==> src/rtl/program_sequencer.sv <==
// Multi-cycle instruction sequencer: owns the PC, steps FETCH..WB, gates decoder
// write enables by phase, resolves jumps/branches and keeps performance counters.
module program_sequencer #(
    parameter int unsigned PC_W        = 12,
    parameter int unsigned PROG_LEN    = 1024,
    parameter int unsigned MEM_TIMEOUT = 15,
    parameter int unsigned CNT_W       = 16
) (
    input  logic              Clk,
    input  logic              Reset,
    input  logic              start,
    output logic              done,
    output logic [PC_W-1:0]   prog_ctr,
    output logic              decode_en,
    input  logic              branch_flag,
    input  logic              cond_branch,
    input  logic              alu_cond,
    input  logic [PC_W-1:0]   target,
    input  logic              mem_to_reg_in,
    input  logic              mem_write_in,
    input  logic              reg_write_in,
    input  logic              mem_ready,
    output logic              mem_write_en,
    output logic              reg_write_en,
    output logic [2:0]        state,
    output logic [CNT_W-1:0]  cycle_cnt,
    output logic [CNT_W-1:0]  instr_cnt
);

    localparam int unsigned WAIT_W = (MEM_TIMEOUT > 1) ? $clog2(MEM_TIMEOUT + 1) : 1;

    typedef enum logic [2:0] {
        S_IDLE   = 3'd0,
        S_FETCH  = 3'd1,
        S_DECODE = 3'd2,
        S_EXEC   = 3'd3,
        S_MEM    = 3'd4,
        S_WB     = 3'd5,
        S_DONE   = 3'd6
    } state_t;

    state_t             r_state;
    logic [PC_W-1:0]    r_pc;
    logic               r_done;
    logic               r_decode_en;
    logic               r_taken;
    logic               r_no_rf;
    logic [WAIT_W-1:0]  r_wait;
    logic [CNT_W-1:0]   r_cycle;
    logic [CNT_W-1:0]   r_instr;
    logic               w_busy;
    logic               w_mem_exit;

    assign w_busy     = (r_state == S_FETCH) || (r_state == S_DECODE) || (r_state == S_EXEC)
                     || (r_state == S_MEM)   || (r_state == S_WB);
    assign w_mem_exit = mem_ready || (r_wait == WAIT_W'(MEM_TIMEOUT - 1));

    always_ff @(posedge Clk or posedge Reset) begin
        if (Reset) begin
            r_state     <= S_IDLE;
            r_pc        <= '0;
            r_done      <= 1'b0;
            r_decode_en <= 1'b0;
            r_taken     <= 1'b0;
            r_no_rf     <= 1'b0;
            r_wait      <= '0;
            r_cycle     <= '0;
            r_instr     <= '0;
        end else begin
            r_decode_en <= 1'b0;
            if (w_busy && (r_cycle != '1)) begin
                r_cycle <= r_cycle + CNT_W'(1);
            end
            case (r_state)
                S_IDLE, S_DONE: begin
                    if (start) begin
                        r_pc    <= '0;
                        r_cycle <= '0;
                        r_instr <= '0;
                        r_done  <= 1'b0;
                        r_state <= S_FETCH;
                    end
                end
                S_FETCH: begin
                    if (32'(r_pc) >= PROG_LEN) begin
                        r_done  <= 1'b1;
                        r_state <= S_DONE;
                    end else begin
                        r_decode_en <= 1'b1;
                        r_state     <= S_DECODE;
                    end
                end
                S_DECODE: r_state <= S_EXEC;
                S_EXEC: begin
                    // Branch decision and RF-write suppression are latched for WB.
                    r_taken <= branch_flag | (cond_branch & alu_cond);
                    r_no_rf <= branch_flag | cond_branch | mem_write_in;
                    r_wait  <= '0;
                    r_state <= (mem_to_reg_in || mem_write_in) ? S_MEM : S_WB;
                end
                S_MEM: begin
                    r_wait <= r_wait + WAIT_W'(1);
                    if (w_mem_exit) begin
                        r_state <= S_WB;
                    end
                end
                S_WB: begin
                    r_pc    <= r_taken ? target : r_pc + PC_W'(1);
                    if (r_instr != '1) begin
                        r_instr <= r_instr + CNT_W'(1);
                    end
                    r_state <= S_FETCH;
                end
                default: begin
                    r_done  <= 1'b0;
                    r_state <= S_IDLE;
                end
            endcase
        end
    end

    // Write enables are phase-decoded; the store strobe only fires on the first MEM cycle.
    assign mem_write_en = (r_state == S_MEM) && (r_wait == '0) && mem_write_in;
    assign reg_write_en = (r_state == S_WB) && reg_write_in && !r_no_rf;

    assign done      = r_done;
    assign prog_ctr  = r_pc;
    assign decode_en = r_decode_en;
    assign state     = r_state;
    assign cycle_cnt = r_cycle;
    assign instr_cnt = r_instr;

endmodule

==> config.mk <==
export PLATFORM = sky130hd
export DESIGN_NAME = program_sequencer
export DESIGN_NICKNAME = d
export VERILOG_FILES = /design/src/rtl/program_sequencer.sv
export SDC_FILE = /design/constraint.sdc
export NUM_CORES = 1
export LEC_CHECK = 0
export CAP_MARGIN = 40
export CORE_AREA = 3 3 115 117
export CTS_CLUSTER_SIZE = 20
export DETAILED_ROUTE_END_ITERATION = 10
export DIE_AREA = 0 0 118 120
export GPL_ROUTABILITY_DRIVEN = 0
export GPL_TIMING_DRIVEN = 0
export PLACE_DENSITY = 0.48
export REMOVE_ABC_BUFFERS = 1
export SYNTH_ARGS = -nofsm -noshare
export SYNTH_HDL_FRONTEND = slang
export SYNTH_SLANG_ARGS = --single-unit
export TNS_END_PERCENT = 10
==> constraint.sdc <==
create_clock -name Clk -period 2.5 [get_ports Clk]
set_clock_uncertainty 0.05 [all_clocks]
set_input_delay 0.25 -clock Clk [delete_from_list [all_inputs] [get_ports Clk]]
set_output_delay 0.25 -clock Clk [all_outputs]
set_load 0.02 [all_outputs]
==> impl_metrics.sql, run 1 <==
INSERT INTO impl_metrics (metric_group, metric, value, unit) VALUES
('finish', 'seqCellArea', '1380', 'um2'),
('power_and_ir_drop', 'p_int', '2.285', 'mW'),
('timing', 'finalHoldViolCount', '0', ''),
('timing', 'fin_worst_hold_slack', '286.5', 'ps'),
('finish', 'final_nets', '433', ''),
('setup_path', 'reg2reg_depth', '5', ''),
('finish', 'multi_input_comb_area', '1597', 'um2'),
('clock_tree', 'worst_setup_hold_path_clk_slew', '70', 'ps'),
('synthesis', 'synth_edf_count', '0', ''),
('run_status', 'outcome', 'finished, final reports clean', ''),
('flow_run', 'cap_viol_max_count', '0', ''),
('setup_path', 'timing.critical_path.slowest_cell_delay', '600', 'ps'),
('finish', 'layout-drive-gt1-share', '0.06650', ''),
('power_and_ir_drop', 'swShare', '0.3921', ''),
('power_and_ir_drop', 'max-vdd-ir-drop', '0.0003561', 'V'),
('clock_tree', 'cts_inserted_buffers', '5', ''),
('global_route', 'grt_max_degree', '33', ''),
('finish', 'design_area', '4178', 'um2'),
('power_and_ir_drop', 'share_comb_of_total_power', '0.394', ''),
('finish', 'insertedDiodeCount', '0', ''),
('power_and_ir_drop', 'power.leakage', '1.722', 'nW'),
('floorplan', 'chipHeight', '120', 'um'),
('routing', 'vias_per_cell', '4.611', ''),
('routing', 'total_via_count_in_the_routed_design', '2665', ''),
('routing', 'detail-route-antenna-nets', '0', ''),
('timing', 'finalCritPeriodShare', '0.9525', ''),
('setup_path', 'worst_path_max_delay_cell', 'sky130_fd_sc_hd__clkdlybuf4s50_1', ''),
('synthesis', 'yosys.area.top_type_share', '0.4492', ''),
('synthesis', 'synth-seq-area-share', '0.4492', ''),
('synthesis', 'post-synth-top-area-cell', 'sky130_fd_sc_hd__dfrtp_1', ''),
('synthesis', 'synth-warning-count', '0', ''),
('setup_path', 'rrSetupSlack', '180', 'ps'),
('setup_path', 'crit_type', 'reg2out', ''),
('floorplan', 'effective_utilization_at_floorplan', '0.2458', ''),
('placed_design', 'hpwlAfterDp', '5.842', 'mm'),
('global_route', 'track_usage', '0.1153', ''),
('global_route', 'first_pass_grt_wire_length', '13.46', 'mm'),
('routing', 'wl', '7.944', 'mm'),
('hold_path', 'hold_path_class', 'in2async', ''),
('setup_path', 'worstPathCellList', 'nor3b_2 > and4_1 > clkdlybuf4s50_1', ''),
('timing', 'timing.final.max_slew_violations', '0', ''),
('setup_path', 'reg2reg_from', 'state[1]$_DFFE_PP0P_', ''),
('timing', 'worstMarginPinSlew', '683.6', 'ps'),
('placed_design', 'port_buf_inserts', '72', ''),
('global_route', 'first_global_vias', '2641', ''),
('routing', 'drt-initial-drc-count', '111', ''),
('power_and_ir_drop', 'net_switching_power', '1.473', 'mW'),
('timing', 'max_freq', '420.0', 'MHz'),
('routing', 'wire_per_inst', '13.74', 'um'),
('floorplan', 'core.rowCount', '41', ''),
('floorplan', 'design.die.area', '14160', 'um2'),
('synthesis', 'synth-main-ff-cell', 'sky130_fd_sc_hd__dfrtp_1', ''),
('power_and_ir_drop', 'clock_power_share', '0.219', ''),
('setup_path', 'cp_data_required_time', '2200', 'ps'),
('synthesis', 'post_synth_num_cell_types', '47', ''),
('clock_tree', 'maximum_level_of_the_cts_h_tree', '2', ''),
('power_and_ir_drop', 'p_seq_frac', '0.387', ''),
('placed_design', 'post_dp_area', '3979', 'um2'),
('synthesis', 'ys_ff_latch', '55', ''),
('clock_tree', 'tritoncts_num_sinks', '55', ''),
('setup_path', 'worst_r2r_endpoint', 'instr_cnt[9]$_DFFE_PP0P_', ''),
('clock_tree', 'clock_latency_of_the_later_clocked_register_in_the_worst_skew_pair', '290', 'ps'),
('synthesis', 'ys_top_cells_by_area', 'sky130_fd_sc_hd__dfrtp_1 (45%), sky130_fd_sc_hd__nand2_1 (5.9%), sky130_fd_sc_hd__mux2i_1 (3.9%), sky130_fd_sc_hd__o21ai_0 (3.9%), sky130_fd_sc_hd__xor2_1 (3.7%)', ''),
('power_and_ir_drop', 'power_density', '899.5', 'nW/um2'),
('clock_tree', 'cts_tree', 'built', ''),
('clock_tree', 'clock_tree.buffer_depth', '2', ''),
('clock_tree', 'cts_hold_repair.buffers', '0', ''),
('setup_path', 'worst-endpoint-arrival', '2080', 'ps'),
('global_route', 'antenna_found_initial', '0', ''),
('floorplan', 'dieWidth', '118', 'um'),
('timing', 'timing.slew.headroom', '0.5443', '');
[worst max path at each step]
stage / startpoint / endpoint / slack [ps] / depth (start not counted)
after floorplan: state[1]$_DFFE_PP0P_ / prog_ctr[1]$_DFFE_PP0P_ / -60 / 3
after global placement: start / prog_ctr[1]$_DFFE_PP0P_ / -1310 / 4
after detailed placement: state[1]$_DFFE_PP0P_ / instr_cnt[9]$_DFFE_PP0P_ / -380 / 5
after CTS: state[0]$_DFFE_PP0P_ / instr_cnt[9]$_DFFE_PP0P_ / 50 / 5
after global routing: state[1]$_DFFE_PP0P_ / reg_write_en / 3 / 3
final: state[1]$_DFFE_PP0P_ / mem_write_en / 120 / 3
[critical path, delay by kind of cell, from the launching register on]
kind	cells	cell delay (ps)
and+or+nand+nor	2	640
buffers and inverters	1	600
DFF	1	540
[per-stage QoR]
| stage | utilization | total power, mW | instances | worst slack [ps] |
|---|---|---|---|---|
| final | 0.3351 | 3.758 | 578 | 118.8 |
| after detailed placement | 0.3192 | 2.954 | 568 | -379.3 |
| after global placement | 0.3154 | 2.900 | 565 | -1309 |
| after floorplan | - | 2.272 | 321 | -59.58 |
| after CTS | 0.3349 | 3.827 | 578 | 54.32 |
| after global routing | 0.3351 | 4.055 | 578 | 3.426 |
[logic make-up (layout without fill, tap and decap cells)]
kind of cell / count (synthesis) / after routing / synth area share
AND/OR/NAND/NOR: 155 / 155 / 0.2589
AO/OA/AOI/OAI: 59 / 59 / 0.1201
adder cells (fa/ha/maj): 6 / 6 / 0.02450
XOR/XNOR: 24 / 24 / 0.07105
multiplexers: 13 / 13 / 0.04288
buffers and inverters: 22 / 94 / 0.03348
flip-flops: 55 / 55 / 0.4492
[Yosys cell counts (all sizes together) (2+ instances only)]
library cell,number
nor2b,3
nand4,12
nor4,4
a22o,8
or3,5
and4,3
o31ai,3
clkbuf,9
or4,5
or2,2
nand3,17
nor3b,3
xor2,14
ha,6
mux2i,12
inv,9
and4b,2
nor2,30
a21oi,12
buf,4
o31a,3
xnor2,10
and3,5
o21ai,24
dfrtp,55
o22ai,2
nand2,48
nand4b,2
nor3,9
[power by group through the flow]
| stage | sequential, mW | combinational [mW] | clock, mW |
|---|---|---|---|
| 2_1_floorplan | 1.56 | 0.710 | 0 |
| 5_1_grt | 1.52 | 1.65 | 0.888 |
| 6_report | 1.46 | 1.48 | 0.822 |
| 3_3_place_gp | 1.47 | 1.43 | 0 |
| 4_1_cts | 1.46 | 1.50 | 0.861 |
| 3_5_place_dp | 1.47 | 1.48 | 0 |
[layout make-up]
| class | count | area share |
|---|---|---|
| Clock buffer | 6 | 0.03324 |
| Sequential cell | 55 | 0.3303 |
| Multi-Input combinational cell | 257 | 0.3821 |
| Inverter | 9 | 0.008086 |
| Timing Repair Buffer | 77 | 0.1863 |
| Clock inverter | 2 | 0.008386 |
| Tap cell | 172 | 0.05151 |
[registers in the layout (all words and copies together) (netlist names)]
| register | count |
|---|---|
| cycle_cnt | 16 |
| instr_cnt | 16 |
| prog_ctr | 12 |
| r_wait | 4 |
| state | 3 |
| decode_en | 1 |
| done | 1 |
| r_no_rf | 1 |
| r_taken | 1 |
[per-layer routing]
layer | share of wire | vias up | track usage | wire length [um]
met3 | 0.033 | 2 | 0.02592 | 259
met1 | 0.49 | 1285 | 0.1572 | 3918
met2 | 0.47 | 42 | 0.1883 | 3733
met5 | 0 | - | 0 | 0
met4 | 0.0042 | 0 | 0.02418 | 33
li1 | - | 1336 | - | -
[layout by cell type (no fill, tap or decap), types with 10 or more instances in the layout]
| master | n |
|---|---|
| sky130_fd_sc_hd__clkdlybuf4s50_1 | 72 |
| sky130_fd_sc_hd__dfrtp_1 | 52 |
| sky130_fd_sc_hd__nand2_1 | 48 |
| sky130_fd_sc_hd__nor2_1 | 30 |
| sky130_fd_sc_hd__o21ai_0 | 24 |
| sky130_fd_sc_hd__nand3_1 | 17 |
| sky130_fd_sc_hd__xor2_1 | 13 |
| sky130_fd_sc_hd__nand4_1 | 12 |
| sky130_fd_sc_hd__a21oi_1 | 12 |
| sky130_fd_sc_hd__mux2i_1 | 12 |
| sky130_fd_sc_hd__xnor2_1 | 10 |
[what timing repair did]
action                                  4_1_cts  5_1_grt
endpoints found under the setup margin       13        6
buffers inserted                              2        0
gates resized for setup                       3        2
Power figures use the tool's default switching activity.
==> run 2, diff against run 1 <==
TNS_END_PERCENT = not set   (was 10)
==> results of run 2 <==
Same layout as run 1: the final DEF is identical, and so are final timing and power.
==> run 3, diff against run 2 <==
CORE_AREA = 3 3 83 85   (was 3 3 115 117)
DIE_AREA = 0 0 86 88   (was 0 0 118 120)
PLACE_DENSITY = 0.81   (was 0.48)
RECOVER_POWER = 100   (was not set)
==> run 3 against run 2 <==
  * Die area fell by 47%
  * Final area fell by 5.0%
  * Wire length fell by 11%
  * Register-to-register slack improved by 60 ps
  * Non-clock buffer count did not move
  * Critical path type unchanged
  * Critical path depth did not move
  * Sequential power barely moved
  * Final cell count fell by 17%
  * Worst setup slack got worse by 32 ps
  * Largest cell class unchanged
==> impl_metrics.sql, run 3 (synthesis gave the netlist of run 1 again) <==
INSERT INTO impl_metrics (metric_group, metric, value, unit) VALUES
('routing', 'drt-initial-drc-count', '109', ''),
('routing', 'total_via_count_in_the_routed_design', '2674', ''),
('setup_path', 'worst_path_max_delay_cell', 'sky130_fd_sc_hd__clkdlybuf4s50_1', ''),
('timing', 'final.setup.tns', '0', 'ps'),
('clock_tree', 'clock_tree.root_cell', 'sky130_fd_sc_hd__clkbuf_8', ''),
('power_and_ir_drop', 'p_seq_frac', '0.417', ''),
('finish', 'layout_common_cells', 'sky130_fd_sc_hd__clkdlybuf4s50_1 (71), sky130_fd_sc_hd__dfrtp_1 (52), sky130_fd_sc_hd__nand2_1 (48)', ''),
('power_and_ir_drop', 'max-vdd-ir-drop', '0.0008156', 'V'),
('power_and_ir_drop', 'power.leakage', '1.682', 'nW'),
('setup_path', 'reg2reg_depth', '5', ''),
('finish', 'filler_cell_count', '530', ''),
('timing', 'timing.slew.headroom', '0.2957', ''),
('global_route', 'grt_max_degree', '30', ''),
('clock_tree', 'cts_inserted_buffers', '5', ''),
('finish', 'syn2layout_area_growth', '29.56', '%'),
('clock_tree', 'cts_tree', 'built', ''),
('setup_path', 'worst-endpoint-arrival', '2110', 'ps'),
('timing', 'finalHoldViolCount', '0', ''),
('clock_tree', 'tritoncts_num_sinks', '55', ''),
('power_and_ir_drop', 'share_comb_of_total_power', '0.421', ''),
('power_and_ir_drop', 'net_switching_power', '1.415', 'mW'),
('setup_path', 'rrSetupSlack', '240', 'ps'),
('placed_design', 'port_buf_inserts', '72', ''),
('finish', 'insertedDiodeCount', '0', ''),
('timing', 'worstMarginPinSlew', '1055', 'ps'),
('timing', 'grt_setup_unrepaired', 'true', ''),
('floorplan', 'ioPinCount', '73', ''),
('setup_path', 'worstPathCellList', 'nor3b_2 > and4_1 > clkdlybuf4s50_1', ''),
('setup_path', 'timing.critical_path.from_type', 'flop', ''),
('timing', 'finalWorstPathRequiredPeriod', '2413', 'ps'),
('setup_path', 'setup.worst_path.end_class', 'primary output', ''),
('clock_tree', 'clock_tree.buffer_depth', '2', ''),
('setup_path', 'timing.critical_path.slowest_cell_delay', '610', 'ps'),
('routing', 'detail-route-antenna-nets', '0', ''),
('hold_path', 'hold_path_depth', '2', ''),
('setup_path', 'crit_fanout', '19', ''),
('timing', 'max_freq', '414.4', 'MHz'),
('placed_design', 'place.detailed.instances', '473', ''),
('power_and_ir_drop', 'p_int', '2.077', 'mW'),
('global_route', 'grt_overflow_total', '0', ''),
('floorplan', 'coreArea', '6277', 'um2'),
('power_and_ir_drop', 'swShare', '0.4052', ''),
('finish', 'postLayoutCoreUtil', '0.6325', ''),
('finish', 'layout-drive-gt1-share', '0.06173', ''),
('floorplan', 'chipHeight', '88', 'um'),
('power_and_ir_drop', 'clock_power_share', '0.162', ''),
('setup_path', 'crit_type', 'reg2out', ''),
('timing', 'timing.final.max_slew_violations', '0', ''),
('placed_design', 'hpwlAfterDp', '5.177', 'mm'),
('routing', 'vias_per_cell', '5.548', ''),
('routing', 'wl', '7.104', 'mm'),
('floorplan', 'dieWidth', '86', 'um'),
('global_route', 'first_pass_grt_wire_length', '11.79', 'mm'),
('global_route', 'first_global_vias', '2543', ''),
('global_route', 'antenna_found_initial', '0', ''),
('floorplan', 'design.die.area', '7568', 'um2'),
('run_status', 'outcome', 'finished, final reports clean', ''),
('finish', 'final_non_filler_cell_total', '482', ''),
('clock_tree', 'maximum_level_of_the_cts_h_tree', '2', ''),
('routing', 'route.detailed.drc', '0', ''),
('clock_tree', 'cts_hold_repair.buffers', '0', ''),
('routing', 'drt_first_pass_iters', '4', ''),
('power_and_ir_drop', 'fin_total_pwr', '3.492', 'mW'),
('clock_tree', 'clock_latency_of_the_later_clocked_register_in_the_worst_skew_pair', '300', 'ps'),
('setup_path', 'cp_data_required_time', '2200', 'ps'),
('hold_path', 'hold_path_class', 'reg2reg', ''),
('timing', 'finalCritPeriodShare', '0.9653', ''),
('floorplan', 'effective_utilization_at_floorplan', '0.4881', ''),
('finish', 'mostFrequentLayoutCell', 'sky130_fd_sc_hd__clkdlybuf4s50_1', ''),
('global_route', 'track_usage', '0.1922', ''),
('floorplan', 'core.rowCount', '29', ''),
('timing', 'setup-violations-final', '0', ''),
('finish', 'final_nets', '433', ''),
('power_and_ir_drop', 'power_density', '879.5', 'nW/um2'),
('flow_run', 'cap_viol_max_count', '0', ''),
('clock_tree', 'worst_setup_hold_path_clk_slew', '90', 'ps'),
('routing', 'wire_per_inst', '14.74', 'um');
-- run 3: timing repair --
action / 4_1_cts / 5_1_grt
pin swaps: 0 / 0
resized for setup: 3 / 3
setup endpoints to repair: 10 / 4
buffers inserted: 2 / 0
-- run 3: through the flow --
stage | hold slack [ps] | setup slack (ps) | area [um2]
3_3_place_gp | 421.6 | -943.3 | 3812
5_1_grt | 506.8 | -34.96 | 3970
3_5_place_dp | 430.4 | -260.0 | 3856
4_1_cts | 300.1 | 81.72 | 3981
6_report | 446.9 | 86.78 | 3970
2_1_floorplan | 369.1 | -59.58 | 2995
-- run 3: final cells by class --
class	count	area, um2	area share
inverter	9	33.78	0.008509
clock inverter	1	30.03	0.007564
timing repair buffer	77	759.5	0.1913
multi-input combinational	257	1598	0.4025
tap	77	96.34	0.02427
clock buffer	6	72.57	0.01828
sequential	55	1380	0.3476
-- run 3: final timing paths --
path                                 startpoint                        end
max in group asynchronous                 Reset  instr_cnt[12]$_DFFE_PP0P_
max reg2reg                state[1]$_DFFE_PP0P_  instr_cnt[10]$_DFFE_PP0P_
min reg2reg                 r_no_rf$_DFFE_PP0P_        r_no_rf$_DFFE_PP0P_
min in group asynchronous                 Reset    prog_ctr[6]$_DFFE_PP0P_
max                        state[1]$_DFFE_PP0P_               mem_write_en
min                         r_no_rf$_DFFE_PP0P_        r_no_rf$_DFFE_PP0P_
-- run 3: metal layers --
| layer | track usage | vias up | wire [um] |
|---|---|---|---|
| met2 | 0.3231 | 67 | 3595 |
| li1 | - | 1336 | - |
| met1 | 0.2475 | 1267 | 3138 |
| met5 | 0 | - | 0 |
| met4 | 0.05899 | 0 | 34 |
| met3 | 0.04421 | 4 | 335 |
-- run 3: power groups by stage --
stage | logic, mW | registers (mW) | clock network (mW)
after floorplan | 0.710 | 1.56 | 0
final | 1.47 | 1.46 | 0.566
after detailed placement | 1.46 | 1.46 | 0
after CTS | 1.48 | 1.45 | 0.586
after global placement | 1.38 | 1.44 | 0
after global routing | 1.62 | 1.51 | 0.621
-- run 3: worst max-delay path, delay by kind of cell (launching register included) --
family | cells | cell delay [ps]
AND/OR/NAND/NOR | 2 | 660
flip-flops | 1 | 550
buffers and inverters | 1 | 610
